==> config.mk <==
export PLATFORM = sky130hd
export DESIGN_NAME = dma_priority_arbiter
export DESIGN_NICKNAME = d
export VERILOG_FILES = /design/src/rtl/dma_pkg.sv /design/src/rtl/dma_dreq_sync.sv /design/src/rtl/dma_priority_arbiter.sv
export SDC_FILE = /design/constraint.sdc
export NUM_CORES = 1
export LEC_CHECK = 0
export ABC_AREA = 1
export ABC_CLOCK_PERIOD_IN_PS = 1800
export CORE_ASPECT_RATIO = 1.75
export CORE_MARGIN = 4
export CORE_UTILIZATION = 35
export DETAILED_ROUTE_END_ITERATION = 8
export HOLD_SLACK_MARGIN = 0.15
export SYNTH_ARGS = -nofsm -noshare
export SYNTH_HDL_FRONTEND = slang
export SYNTH_HIERARCHICAL = 1
export SYNTH_SLANG_ARGS = --single-unit
==> constraint.sdc <==
create_clock -name CLK -period 1.8 [get_ports CLK]
set_clock_uncertainty 0.1 [all_clocks]
set_input_delay 0.36 -clock CLK [delete_from_list [all_inputs] [get_ports CLK]]
set_output_delay 0.36 -clock CLK [all_outputs]
set_load 0.1 [all_outputs]
==> src/rtl/dma_pkg.sv <==
// Shared DMA definitions: arbiter FSM states, channel-number type and channel count.
package dma_pkg;

   localparam int unsigned NUM_CH = 4;

   typedef logic [1:0] ch_num_t;

   typedef enum logic [1:0] {
      StIdle,
      StHoldReq,
      StGrant
   } arb_state_e;

endpackage

==> src/rtl/dma_dreq_sync.sv <==
// Multi-flop synchronizer for the raw, asynchronous DREQ lines.
//   clk   - system clock
//   rst_n - asynchronous active-low reset, clears every stage
//   din   - raw channel requests
//   dout  - requests after SYNC_STAGES flops
module dma_dreq_sync
   import dma_pkg::*;
#(
   parameter int unsigned SYNC_STAGES = 2
) (
   input  logic              clk,
   input  logic              rst_n,
   input  logic [NUM_CH-1:0] din,
   output logic [NUM_CH-1:0] dout
);

   logic [NUM_CH-1:0] stage_q [SYNC_STAGES];

   always_ff @(posedge clk or negedge rst_n) begin
      if (!rst_n) begin
         for (int i = 0; i < int'(SYNC_STAGES); i++) begin
            stage_q[i] <= '0;
         end
      end else begin
         stage_q[0] <= din;
         for (int i = 1; i < int'(SYNC_STAGES); i++) begin
            stage_q[i] <= stage_q[i-1];
         end
      end
   end

   assign dout = stage_q[SYNC_STAGES-1];

endmodule

==> src/rtl/dma_priority_arbiter.sv <==
// DMA channel priority arbiter with CPU hold handshake.
//   CLK, RESET_N     - clock, asynchronous active-low reset
//   DREQ             - raw asynchronous channel requests
//   SW_REQ           - software requests (bypass MASK)
//   MASK             - per-channel DREQ mask
//   DREQ_SENSE_LOW   - DREQ polarity select
//   DACK_SENSE_HIGH  - DACK polarity select
//   ROT_PRIORITY     - rotating (1) or fixed (0) priority
//   CTRL_DISABLE     - blocks new hold requests
//   HLDA             - hold acknowledge from CPU
//   SVC_DONE         - end-of-service pulse
//   HRQ              - hold request to CPU
//   DACK             - channel acknowledges
//   ACT_CH, CH_VALID - granted channel and its valid flag
//   HI_CH            - current highest-priority channel
module dma_priority_arbiter
   import dma_pkg::*;
#(
   parameter int unsigned SYNC_STAGES = 2
) (
   input  logic       CLK,
   input  logic       RESET_N,
   input  logic [3:0] DREQ,
   input  logic [3:0] SW_REQ,
   input  logic [3:0] MASK,
   input  logic       DREQ_SENSE_LOW,
   input  logic       DACK_SENSE_HIGH,
   input  logic       ROT_PRIORITY,
   input  logic       CTRL_DISABLE,
   input  logic       HLDA,
   input  logic       SVC_DONE,
   output logic       HRQ,
   output logic [3:0] DACK,
   output logic [1:0] ACT_CH,
   output logic       CH_VALID,
   output logic [1:0] HI_CH
);

   logic [NUM_CH-1:0] dreq_sync;
   logic [NUM_CH-1:0] pending;
   logic              any_pending;
   ch_num_t           winner;

   arb_state_e        state_q, state_d;
   ch_num_t           act_q, act_d;
   ch_num_t           hi_q, hi_d;
   logic              hrq_q;
   logic              ch_valid_q;
   logic [NUM_CH-1:0] dack_act_q;

   dma_dreq_sync #(
      .SYNC_STAGES(SYNC_STAGES)
   ) u_dreq_sync (
      .clk  (CLK),
      .rst_n(RESET_N),
      .din  (DREQ),
      .dout (dreq_sync)
   );

   assign pending     = ((dreq_sync ^ {NUM_CH{DREQ_SENSE_LOW}}) & ~MASK) | SW_REQ;
   assign any_pending = |pending;

   // Scan from hi_q upward (mod 4); first pending channel wins.
   always_comb begin
      logic found;
      winner = hi_q;
      found  = 1'b0;
      for (int i = 0; i < int'(NUM_CH); i++) begin
         if (!found && pending[hi_q + ch_num_t'(i)]) begin
            winner = hi_q + ch_num_t'(i);
            found  = 1'b1;
         end
      end
   end

   always_comb begin
      state_d = state_q;
      act_d   = act_q;
      hi_d    = hi_q;
      case (state_q)
         StIdle: begin
            if (any_pending && !CTRL_DISABLE) begin
               state_d = StHoldReq;
            end
         end
         StHoldReq: begin
            if (HLDA) begin
               if (any_pending) begin
                  act_d   = winner;
                  state_d = StGrant;
               end else begin
                  state_d = StIdle;
               end
            end
         end
         StGrant: begin
            // End of service wins over a simultaneous HLDA drop.
            if (SVC_DONE) begin
               state_d = StIdle;
               if (ROT_PRIORITY) begin
                  hi_d = act_q + ch_num_t'(1);
               end
            end else if (!HLDA) begin
               state_d = StIdle;
            end
         end
         default: state_d = StIdle;
      endcase
      if (!ROT_PRIORITY) begin
         hi_d = '0;
      end
   end

   always_ff @(posedge CLK or negedge RESET_N) begin
      if (!RESET_N) begin
         state_q    <= StIdle;
         act_q      <= '0;
         hi_q       <= '0;
         hrq_q      <= 1'b0;
         ch_valid_q <= 1'b0;
         dack_act_q <= '0;
      end else begin
         state_q    <= state_d;
         act_q      <= act_d;
         hi_q       <= hi_d;
         hrq_q      <= (state_d != StIdle);
         ch_valid_q <= (state_d == StGrant);
         dack_act_q <= (state_d == StGrant) ? (NUM_CH'(1) << act_d) : '0;
      end
   end

   // Acknowledge is held as an active-high one-hot flop; polarity is applied at the pin so
   // reset lands on the inactive level for whatever sense is currently programmed.
   assign DACK     = DACK_SENSE_HIGH ? dack_act_q : ~dack_act_q;
   assign HRQ      = hrq_q;
   assign CH_VALID = ch_valid_q;
   assign ACT_CH   = act_q;
   assign HI_CH    = hi_q;

endmodule

* Yosys cells after proc, flatten, opt, wreduce, memory -nomap -nowiden
Cells that the tools add are included.
Widths: inputs -> output; s select.
** Storage, ports and cells
- Bits in registers :: 20
- Bits of input ports :: 20
** Cells by class
- Reduce and logical (&&, ||, !) cells :: 12
- Multiplexer cells :: 28
- $lt $le $gt $ge :: 4
- Bitwise operators :: 5
- Equal/unequal tests :: 5
- $add $sub $neg :: 4
- Shifts and indexed selects :: 1
** Operators with widths (count)
- $mux 2 :: 14
- $lt 2x3->1 const B :: 4
- $bmux 1 s2 :: 4
- $mux 4 :: 2
- $not 4->4 :: 2
- $mux 1 :: 7
- $pmux 2 s3 :: 1
- $add 2x1->2 const B :: 2
- $add 2x2->2 const B :: 2
- $and 4x4->4 :: 1
- $eq 2x2->1 const B :: 2
- $logic_and 1x1->1 :: 4
- $logic_not 1->1 :: 4
- $ne 2x1->1 const B :: 2
- $or 4x4->4 :: 1
- $reduce_or 4->1 :: 1
- $shl 1x2->4 const A :: 1
- $xor 4x4->4 :: 1
- $eq 2x1->1 const B :: 1
- $logic_not 2->1 :: 1
- $reduce_and 2->1 :: 1
- $reduce_bool 2->1 :: 1

* Logic depth before layout (Yosys ltp)
Gate-level depths: netlist of run 1.
- Word-level depth :: 20
- Depth in mapped cells :: 16
- Depth with buffers taken out :: 15

* Hierarchy
Netlist of run 1, hierarchy kept.
** Modules (own cells, without submodules)
- dma_priority_arbiter :: seq. area each 300.3 um^2, cells each 135, area each 958.4 um^2, times used 1
- dma_dreq_sync :: seq. area each 200.2 um^2, cells each 12, area each 230.2 um^2, times used 1

* Worst setup path before layout of run 1
No wires, ideal clock.
- Path kind :: input -> output
- From :: in DACK_SENSE_HIGH
- To :: out DACK[0]
- Setup slack :: -0.765 ns
- Buffers on the path :: 1
- Stages on the path :: 2
- Arrival time :: 2.105 ns
- Cell sequence :: clkbuf_1 > xnor2_1
** Between the ends
- Word-level cells in the longest chain between the ends :: 1
** RTL lines
- start, declared :: RTL line dma_priority_arbiter.sv:27 : input logic DACK_SENSE_HIGH,
- $mux 4 :: RTL line dma_priority_arbiter.sv:134 : assign DACK = DACK_SENSE_HIGH ? dack_act_q : ~dack_act_q;
- end, declared :: RTL line dma_priority_arbiter.sv:33 : output logic [3:0] DACK,
Every way passes these cells.

* Worst setup path after layout of run 1
- From :: reg hi_q[0] (netlist: HI_CH[0])
- To :: reg dack_act_q[1]
** Between the ends
- Word-level cells in the longest chain between the ends :: 17
- Elaborated cells between the ends (all ways) :: 28
- Those cells by class :: add/sub: 3; shift: 1; mux: 18; reduce/logical: 6
** RTL lines
- start, declared :: RTL line dma_priority_arbiter.sv:46 : ch_num_t hi_q, hi_d;
- start signal, assigned :: RTL line dma_priority_arbiter.sv:125 : hi_q <= hi_d;
- parallel branches: the longest is 11 deep, another holds $add 2x1->2
- $mux 2 (*) :: RTL line dma_priority_arbiter.sv:69 : if (!found && pending[hi_q + ch_num_t'(i)]) begin
- $mux 2 (*) :: RTL line dma_priority_arbiter.sv:88 : if (any_pending) begin
- $mux 2 (*) :: RTL line dma_priority_arbiter.sv:87 : if (HLDA) begin
- $mux 2 (*) :: RTL line dma_priority_arbiter.sv:80 : case (state_q)
- net act_d[1] :: RTL line dma_priority_arbiter.sv:45 : ch_num_t act_q, act_d;
- $shl 1x2->4 (*) :: RTL line dma_priority_arbiter.sv:128 : dack_act_q <= (state_d == StGrant) ? (NUM_CH'(1) << act_d) : '0;
- $mux 4 (*) :: RTL line dma_priority_arbiter.sv:128
- end signal, assigned :: RTL line dma_priority_arbiter.sv:128
- end, declared :: RTL line dma_priority_arbiter.sv:49 : logic [NUM_CH-1:0] dack_act_q;
Mark *: on every way through the listed nets, which the timed path passes. The select of a mux whose other input is x is not followed.
A chain may end at the register's enable or synchronous reset.

==> impl_results.md, run 1 <==
* Status: complete, but fails checks
* Failing checks: negative setup slack
* DR DRC count at 0
* Std cell rows at 27
* Final Cycle Share at 1.01
* Routed wire length at 2.73 mm
* Biggest area consumer among synthesized cells: dfrtp_1
* Die ar. at 4430 um^2
* CORE AREA at 3210 um^2
* Area contributors post-synth: dfrtp_1, nand2_1, nand3_2
* Most frequent cell after synthesis: nand2_1
* Buffers added on ports at 29
* Seq/Total Area, Yosys at 0.421
* Hold_buf cts at 0
* Layout cells sized above 1 at 0.424
* DRT Pass-1 Iters at 4
* Ys async rst share at 1.00
* CP peak stage delay at 0.54 ns
* Vias in the first global route at 1122
* Max FO, Critical Path at 7
* Worst path slowest cell: dfrtp_4
* CP Buf/Inv Count at 1
* Filler cells at 265
* Post-Synth XOR/XNOR Area at 0.0505
* Compound-Gate Fraction of Synth Area at 0.0347
* Critical Path RT at 1.85 ns
* Max Slew Vio Count at 0
* Endpoints failing setup at 2
* I/O Pins at 30
* PD cells at 1260 nW/um^2
* Total Nets Final at 205
* CP Launch Type: flop
* GRT Util Overall at 0.132
* Antenna violations before repair at 0
* Num CTS Buffers at 3
* Placed Instances at 220
* Cell family with most CP delay: simple AND/OR/NAND/NOR gates
* Final Hold Fails at 0
* Detail Route Antenna Nets at 0
* Detailed Place HPWL at 2.05 mm
* CTS Root Cell: clkbuf_8
* Slew headroom at 0.790
* CTS tree: built
* DR iter-0 viols at 8
* Post-synth EDFFs at 0
* Routed wire per std cell at 12.0 um
* Post-route cell area at 1960 um^2
* Post-layout min period at 1.82 ns
* Worst slew pin tran at 0.314 ns
* Synth unique cells at 22
* Area growth from synthesis to layout at 65.1%
* Clk slew on worst S/H paths at 0.07 ns
* Vias post-DR at 1065
* Worst-skew pair later-pin latency at 0.26 ns
* First-pass GRT wire length at 4.50 mm
* GP Congestion at 0.787
* Grt ovf at 0
* Syn Area/Cell at 8.09 um^2
* Hold Crit Class: in -> async
* Setup CP Type: reg -> reg
* Net count after synthesis at 167
* Post-synthesis mux area share at 0
* Post-DP Area at 1690 um^2
* Seq cells post-synth at 20
* MaxCap Viol Count at 0
* CP arrival at 1.88 ns
* Main combinational cell family by area after synthesis: simple AND/OR/NAND/NOR gates
* Synth top area share at 0.421
* Critical-path cell list: inv_6 > nand3_2 > nand3_1 > nand2_2 > nor2_4 > nand2_2 > nand2_2 > nand2_1 > nand2_1 > nand3_2 > nand2_2 > nor2_1
* Setup TNS at -0.0407 ns
* Yosys Warn Count at 6
* Cell repeated most along the worst path: nand2_2
* Vias/cell at 4.69
* Synth top cells by count: nand2_1, dfrtp_1, inv_1
* Simple-gate share of the synthesized area at 0.383
* Worst setup margin at -0.0222 ns
* Max VDD drop at 0.00120 V
* Non-Filler Instances at 227
* Primary FF master, synth: dfrtp_1
* FMAX at 549 MHz
* Initial Util at 0.370
* Largest net degree at the start of global routing at 14
* Post-Synth Adder-Cell Area at 0
* Worst setup EP type: flop
* Mapped cell area at 1190 um^2
* Die H at 85.1 um
* RSZ-0062 raised after global routing: yes
* Lkg Pwr at 0.932 nW
* Area taken by multi-input logic gates at 758 um^2
* Die width at 52.1 um
* CTS Sinks at 20
* H-Tree Depth at 1
* Register Area at 508 um^2
* CTS Buffer Depth at 2
* Mapped Cells at 147
* # diodes at 0
-- path summary, 6_finish.rpt --
| kind | from | endpoint | slack [ns] | depth (start not counted) |
|---|---|---|---|---|
| min | RESET_N | HI_CH[1] | 0.25 | 1 |
| max | HI_CH[0] | dack_act_q[1] | -0.02 | 12 |
| min in group CLK | u_dreq_sync/stage_q[7] | u_dreq_sync/dout[3] | 0.25 | 0 |
| min reg2reg | u_dreq_sync/stage_q[7] | u_dreq_sync/dout[3] | 0.25 | 0 |
| max reg2reg | HI_CH[0] | dack_act_q[1] | -0.02 | 12 |
| max in group asynchronous | RESET_N | dack_act_q[3] | 0.87 | 2 |
-- flip-flops by register name (all words and copies together) (netlist names) --
signal	flops
u_dreq_sync/stage_q	4
state_q	2
HI_CH	2
CH_VALID	1
ACT_CH	2
dack_act_q	4
HRQ	1
u_dreq_sync/dout	4
-- placed cells by master, fill, tap and decap left out, drive strengths merged, types with 2 or more instances in the layout --
cell and n:
o21ai 3, buf 21, nand3 29, xnor2 4
nor2 7, inv 20, nand2 45, clkdlybuf4s50 12
clkbuf 4, xor2 2, a21oi 4, dlygate4sd2 4
dfrtp 20, dlymetal6s2s 2
-- final cells by class --
class | count | share of cell area
Clock buffer | 3 | 0.0210
Clock inverter | 1 | 0.0153
Inverter | 21 | 0.0446
Sequential cell | 20 | 0.259
Tap cell | 43 | 0.0274
Multi-Input combinational cell | 99 | 0.386
Timing Repair Buffer | 40 | 0.246
-- per-layer routing --
layer | GRT usage | vias up | share of wire
li1 | - | 531 | -
met1 | 0.133 | 505 | 0.35
met2 | 0.246 | 22 | 0.59
met3 | 0.0158 | 7 | 0.038
met4 | 0.0764 | 0 | 0.026
met5 | 0 | - | 0
-- through the flow --
step | setup slack [ns] | hold WS (ns) | util | power [mW]
2_1_floorplan | -0.215 | -0.0356 | - | 1.46
3_3_place_gp | -0.435 | 0.234 | 0.525 | 1.89
3_5_place_dp | -0.475 | 0.236 | 0.525 | 1.91
4_1_cts | -0.00452 | 0.253 | 0.579 | 2.43
5_1_grt | -0.146 | 0.261 | 0.611 | 2.59
6_report | -0.0222 | 0.251 | 0.611 | 2.47
-- cells by family (layout without fill, tap and decap cells) --
kind of cell,after synthesis,after routing
DFF,20,20
xor gates and xnor gates,6,6
AOI/OAI and AO/OA,8,8
buffers and inverters,28,65
and+or+nand+nor,85,85
-- timing repair --
action / CTS / global route
pin swaps: 20 / 6
setup endpoints to repair: 11 / 6
cloned: 0 / 0
resized for setup: 19 / 27
buffers inserted: 2 / 1
-- report_power, final --
group	total [mW]	switching (mW)	internal [mW]
registers	0.639	0.101	0.538
clock network	0.446	0.149	0.297
logic	1.38	0.854	0.527
Power figures use the tool's default switching activity.
==> run 2: changes to the inputs <==
--- a/config.mk
+++ b/config.mk
@@ -11,7 +11,9 @@
 export CORE_MARGIN = 4
 export CORE_UTILIZATION = 35
 export DETAILED_ROUTE_END_ITERATION = 8
+export DONT_BUFFER_PORTS = 1
 export HOLD_SLACK_MARGIN = 0.15
+export PLACE_DENSITY = 0.52
 export SYNTH_ARGS = -nofsm -noshare
 export SYNTH_HDL_FRONTEND = slang
 export SYNTH_HIERARCHICAL = 1
==> run 2 against run 1 <==
Compared with the run above: the run still ends with negative setup slack left; utilization shrank 12 points; critical path depth is the same; critical endpoint unchanged; highest routed layer unchanged; largest cell class unchanged; count of clock-buffer cells in the layout grew 1.
==> impl_results.md, run 2 (synthesized netlist as in run 1, its figures left out) <==
* Utilization after layout at 0.490
* Layout cells sized above 1 at 0.373
* Detail Route Antenna Nets at 0
* CP arrival at 1.85 ns
* # diodes at 0
* CTS Buffer Depth at 2
* Critical-path cell list: xor2_4 > inv_2 > nand3_2 > nand2_4 > nor2_4 > nand2_1 > nand2_2 > nand2_1 > nand2_1 > nand3_2 > nand2_2 > nor2_1
* Worst setup margin at -0.00313 ns
* Vias in the first global route at 1040
* Critical Path RT at 1.85 ns
* Vias/cell at 4.79
* Initial Util at 0.370
* Vias post-DR at 1016
* Cell repeated most along the worst path: nand2_1
* Psw at 1.02 mW
* Clk slew on worst S/H paths at 0.07 ns
* RSZ-0062 raised after global routing: yes
* GRT Util Overall at 0.125
* Antenna violations before repair at 0
* Num CTS Buffers at 3
* Worst R2R End: dack_act_q[1]
* Lkg Pwr at 0.783 nW
* Combinational Power Share at 0.542
* Post-route cell area at 1570 um^2
* Area growth from synthesis to layout at 32.3%
* Buffers added on ports at 0
* FF-to-FF path depth at 12
* Clock Power Share at 0.163
* PD cells at 1310 nW/um^2
* Routed wire length at 2.68 mm
* Std cell rows at 27
* Final Hold Fails at 0
* Min-Delay Path Depth at 2
* Power Internal at 1.03 mW
* Max FO, Critical Path at 4
* Net Sw Frac at 0.496
* Min-Delay Endpoint: CH_VALID
* Grt ovf at 0
* Routed wire per std cell at 12.6 um
* Detailed Place HPWL at 2.03 mm
* Most common cell after layout, fill and taps aside: nand2_1
* Max Slew Vio Count at 0
* Commonest non-fill, non-tap cells in the layout: nand2_1, dfrtp_1, inv_1, nand3_2, buf_4
* Die H at 85.1 um
* Hold path start: HLDA
* DRT Pass-1 Iters at 4
* Hold Crit Class: in -> reg
* Die ar. at 4430 um^2
* Filler cells at 306
* CORE AREA at 3210 um^2
* CTS Sinks at 20
* Failing checks: negative setup slack
* Slew headroom at 0.440
* Tot Pwr at 2.05 mW
* Total Nets Final at 190
* Worst setup EP type: flop
* Sequential group share of total power at 0.295
* DR DRC count at 0
* Worst path slowest cell: dfrtp_4
* DR iter-0 viols at 38
* GP Congestion at 0.762
* Post-layout min period at 1.80 ns
* Placed Instances at 196
* Die width at 52.1 um
* CP peak stage delay at 0.51 ns
* Status: complete, but fails checks
* Worst-skew pair later-pin latency at 0.26 ns
* CTS Root Cell: clkbuf_8
* MaxCap Viol Count at 0
* Largest net degree at the start of global routing at 21
* CP Launch Type: flop
* Reg-to-Reg Start: HI_CH[1]
* Post-DP Area at 1330 um^2
* Non-Filler Instances at 212
* Worst slew pin tran at 0.838 ns
* Setup CP Type: reg -> reg
* Endpoints failing setup at 1
* Max VDD drop at 0.000985 V
* R2R Setup Slk at -0.003 ns
* H-Tree Depth at 1
* First-pass GRT wire length at 4.24 mm
* I/O Pins at 30
* FMAX at 555 MHz
* Setup TNS at -0.00313 ns
* CTS tree: built
* Final Cycle Share at 1.00
run 2: changes by cell type in the layout (fill, tap and decap cells not counted), moves of 3 or more:
cell / change
nand3_1: +3
dlygate4sd2_1: -4
xnor2_4: -4
nand2_2: -4
buf_4: +8
nand2_1: +4
nand3_4: -3
xnor2_2: +4
buf_12: -10
dlygate4sd3_1: +7
clkdlybuf4s50_1: -12
run 2: cell type report:
cell class	instances	area, um^2	area share
tap	43	53.8	0.0342
timing repair buffer	25	213	0.135
inverter	21	85.1	0.0541
multi-input combinational	99	658	0.418
sequential	20	508	0.323
clock buffer	4	55.1	0.0350
run 2: metrics by stage:
stage	setup WS (ns)	hold WS (ns)
4_1_cts	0.000178	0.179
3_3_place_gp	0.0494	-0.0349
3_5_place_dp	-0.0326	-0.0348
2_1_floorplan	-0.215	-0.0356
6_report	-0.00313	0.177
5_1_grt	-0.0921	0.179
run 2: how the worst max path moves through the flow:
stage / from / endpoint / slack [ns]
2_1_floorplan: DACK_SENSE_HIGH / DACK[0] / -0.21
3_3_place_gp: HI_CH[0] / dack_act_q[1] / 0.05
3_5_place_dp: HI_CH[0] / dack_act_q[1] / -0.03
4_1_cts: HI_CH[0] / dack_act_q[1] / 0.0002
5_1_grt: HI_CH[1] / dack_act_q[1] / -0.09
6_report: HI_CH[1] / dack_act_q[1] / -0.003
run 2: power groups by stage:
stage	Clock, mW	Combinational, mW	Sequential, mW
final	0.334	1.11	0.606
after global routing	0.362	1.18	0.617
after CTS	0.348	1.05	0.600
after detailed placement	0	1.02	0.613
after global placement	0	1.01	0.613
after floorplan	0	0.537	0.918
run 2: layer usage:
layer  GRT usage  vias to the layer above  share of wire
met5           0                        -              0
met1       0.122                      478           0.35
met2       0.241                       33           0.59
li1            -                      500              -
met4      0.0597                        0          0.017
met3      0.0176                        5          0.041
run 2: what timing repair did:
| action | CTS | global route |
|---|---|---|
| setup endpoints to repair | 4 | 6 |
| pin swaps | 0 | 1 |
| endpoints found under the hold margin | 27 | 0 |
| gates resized for setup | 0 | 16 |
| setup buffers | 1 | 4 |
| hold buffers | 7 | 0 |
run 2: worst max-delay path, delay by kind of cell (launching register included):
family                 cells  cell delay [ns]
AND/OR/NAND/NOR           10             0.80
XOR/XNOR                   1             0.21
buffers and inverters      1             0.06
flip-flops                 1             0.51
==> run 3: changes to the inputs <==
--- a/config.mk
+++ b/config.mk
@@ -14,7 +14,8 @@
 export DONT_BUFFER_PORTS = 1
 export HOLD_SLACK_MARGIN = 0.15
 export PLACE_DENSITY = 0.52
+export RECOVER_POWER = 100
+export SKIP_CTS_REPAIR_TIMING = 1
 export SYNTH_ARGS = -nofsm -noshare
 export SYNTH_HDL_FRONTEND = slang
-export SYNTH_HIERARCHICAL = 1
 export SYNTH_SLANG_ARGS = --single-unit
==> run 3 against run 2 <==
Compared with the run above: the run still ends with negative setup slack left; via count increased by 4.1%; die area decreased by 5.4%; setup slack got worse by 0.032 ns; flip-flop and latch count unchanged; register-to-register slack got worse by 0.03 ns; area after synthesis decreased by 6.2%; total power increased by 9.0%; synthesized cell count decreased by 1.4%; count of clock-buffer cells in the layout decreased by 1; critical path depth decreased by 3; largest power group unchanged; highest routed layer unchanged.
==> impl_results.md, run 3 <==
* Non-Filler Instances at 217
* Synth top cells by count: nand2_1, nand3_1, dfrtp_1
* Syn Area/Cell at 7.69 um^2
* CTS tree: built
* Die ar. at 4190 um^2
* CP arrival at 1.89 ns
* GP Congestion at 0.897
* CTS Root Cell: clkbuf_8
* Buffers added on ports at 0
* Critical Path RT at 1.85 ns
* CP peak stage delay at 0.55 ns
* Worst path slowest cell: dfrtp_4
* Vias in the first global route at 988
* Num CTS Buffers at 3
* GRT Util Overall at 0.128
* DR iter-0 viols at 33
* Max Slew Vio Count at 0
* Antenna violations before repair at 0
* Utilization after layout at 0.539
* Yosys Warn Count at 0
* MaxCap Viol Count at 0
* CP Launch Type: flop
* Die width at 50.7 um
* Most common cell after layout, fill and taps aside: nand2_1
* CTS Buffer Depth at 2
* Ys async rst share at 1.00
* Setup CP Type: reg -> reg
* Synth top area share at 0.449
* # diodes at 0
* Synth unique cells at 24
* CTS Sinks at 20
* Detailed Place HPWL at 2.06 mm
* Biggest area consumer among synthesized cells: dfrtp_1
* Die H at 82.7 um
* CORE AREA at 2990 um^2
* Cell family with most CP delay: simple AND/OR/NAND/NOR gates
* Worst setup margin at -0.0348 ns
* Primary FF master, synth: dfrtp_1
* H-Tree Depth at 1
* Std cell rows at 26
* Endpoints failing setup at 4
* Lkg Pwr at 0.814 nW
* Max FO, Critical Path at 7
* Vias/cell at 4.88
* First-pass GRT wire length at 4.00 mm
* Detail Route Antenna Nets at 0
* Slew headroom at 0.439
* Final Cycle Share at 1.02
* FMAX at 545 MHz
* Area growth from synthesis to layout at 44.8%
* Worst setup EP type: flop
* R2R Setup Slk at -0.03 ns
* Mapped cell area at 1110 um^2
* DRT Pass-1 Iters at 4
* Clk slew on worst S/H paths at 0.07 ns
* I/O Pins at 30
* Seq cells post-synth at 20
* Initial Util at 0.372
* Worst slew pin tran at 0.838 ns
* Post-layout min period at 1.83 ns
* Routed wire per std cell at 12.2 um
* Post-synth EDFFs at 0
* Hold_ws at 0.173 ns
* Placed Instances at 200
* Final Hold Fails at 0
* Largest net degree at the start of global routing at 21
* Worst-skew pair later-pin latency at 0.25 ns
* CP Buf/Inv Count at 2
* Most frequent cell after synthesis: nand2_1
* Status: complete, but fails checks
* Hold Crit Class: in -> reg
* Grt ovf at 0
* Area contributors post-synth: dfrtp_1, nand2_1, nand3_1
* Routed wire length at 2.64 mm
* Net count after synthesis at 165
* Total Nets Final at 196
* PD cells at 1390 nW/um^2
* Critical-path cell list: xor2_4 > inv_2 > nand2_1 > nand2_1 > nor2_4 > nand3_1 > nand3_4 > nand2_2 > buf_4
* Failing checks: negative setup slack
* Post-place setup slack at -0.0335 ns
* Layout cells sized above 1 at 0.394
* Vias post-DR at 1058
* Commonest non-fill, non-tap cells in the layout: nand2_1, dfrtp_1, inv_1, nand3_1, nand3_2
* Mapped Cells at 145
* Max VDD drop at 0.00112 V
* DR DRC count at 0
* RSZ-0062 raised after global routing: yes
* Seq/Total Area, Yosys at 0.449
* Cell repeated most along the worst path: nand2_1
## run 3: cell types whose count changed after synthesis, sizes merged
cell / previous run / this run
clkinv: 0 / 1
inv: 21 / 19
a21oi: 4 / 3
nor2: 7 / 8
nand3: 29 / 31
buf: 6 / 1
o31ai: 0 / 1
nand4: 1 / 3
o21ai: 3 / 1
or2: 1 / 2
## run 3: cell type report
type	count	area (um^2)
clock buffer	3	41.3
clock inverter	1	30.0
fill	296	1380
inverter	20	78.8
multi-input combinational	103	689
sequential	20	505
tap	42	52.6
timing repair buffer	28	216
## run 3: worst paths after layout
path                                        to                   start  cells after the start
setup / recovery                     ACT_CH[0]                HI_CH[0]                      9
hold / removal                        CH_VALID                    HLDA                      2
setup reg to reg                     ACT_CH[0]                HI_CH[0]                      9
hold reg to reg            u_dreq_sync.dout[1]  u_dreq_sync.stage_q[5]                      0
max in group asynchronous             HI_CH[0]                 RESET_N                      1
min in group asynchronous           state_q[0]                 RESET_N                      1
## run 3: stage by stage
stage | cell area (um^2) | setup TNS (ns) | power, mW
floorplan | 1180 | -1.51 | 1.46
global placement | 1330 | -0.00151 | 1.68
detailed placement | 1330 | -0.0623 | 1.69
CTS | 1410 | -0.142 | 2.13
global route | 1610 | -0.627 | 2.36
finish | 1610 | -0.0599 | 2.24
## run 3: logic make-up (layout without fill, tap and decap cells)
group	after synthesis	in the layout	share of synthesized area
AOI/OAI and AO/OA	6	6	0.0404
xor gates and xnor gates	6	6	0.0539
buffers and inverters	22	52	0.0774
DFF	20	20	0.449
and+or+nand+nor	91	91	0.379
## run 3: where the power goes
group	internal (mW)	leakage [nW]	switching [mW]	total (mW)
registers	0.536	0.249	0.0831	0.619
logic	0.339	0.530	0.843	1.18
clock network	0.297	0.0357	0.139	0.436
total	1.17	0.814	1.07	2.24
## run 3: per-layer routing
| layer | track usage | part of all wire | vias to the layer above | wire length, um |
|---|---|---|---|---|
| met5 | 0 | 0 | - | 0 |
| met4 | 0.0943 | 0.028 | 0 | 75 |
| met3 | 0.0287 | 0.032 | 7 | 85 |
| met2 | 0.253 | 0.60 | 17 | 1600 |
| met1 | 0.109 | 0.33 | 509 | 884 |
| li1 | - | - | 525 | - |
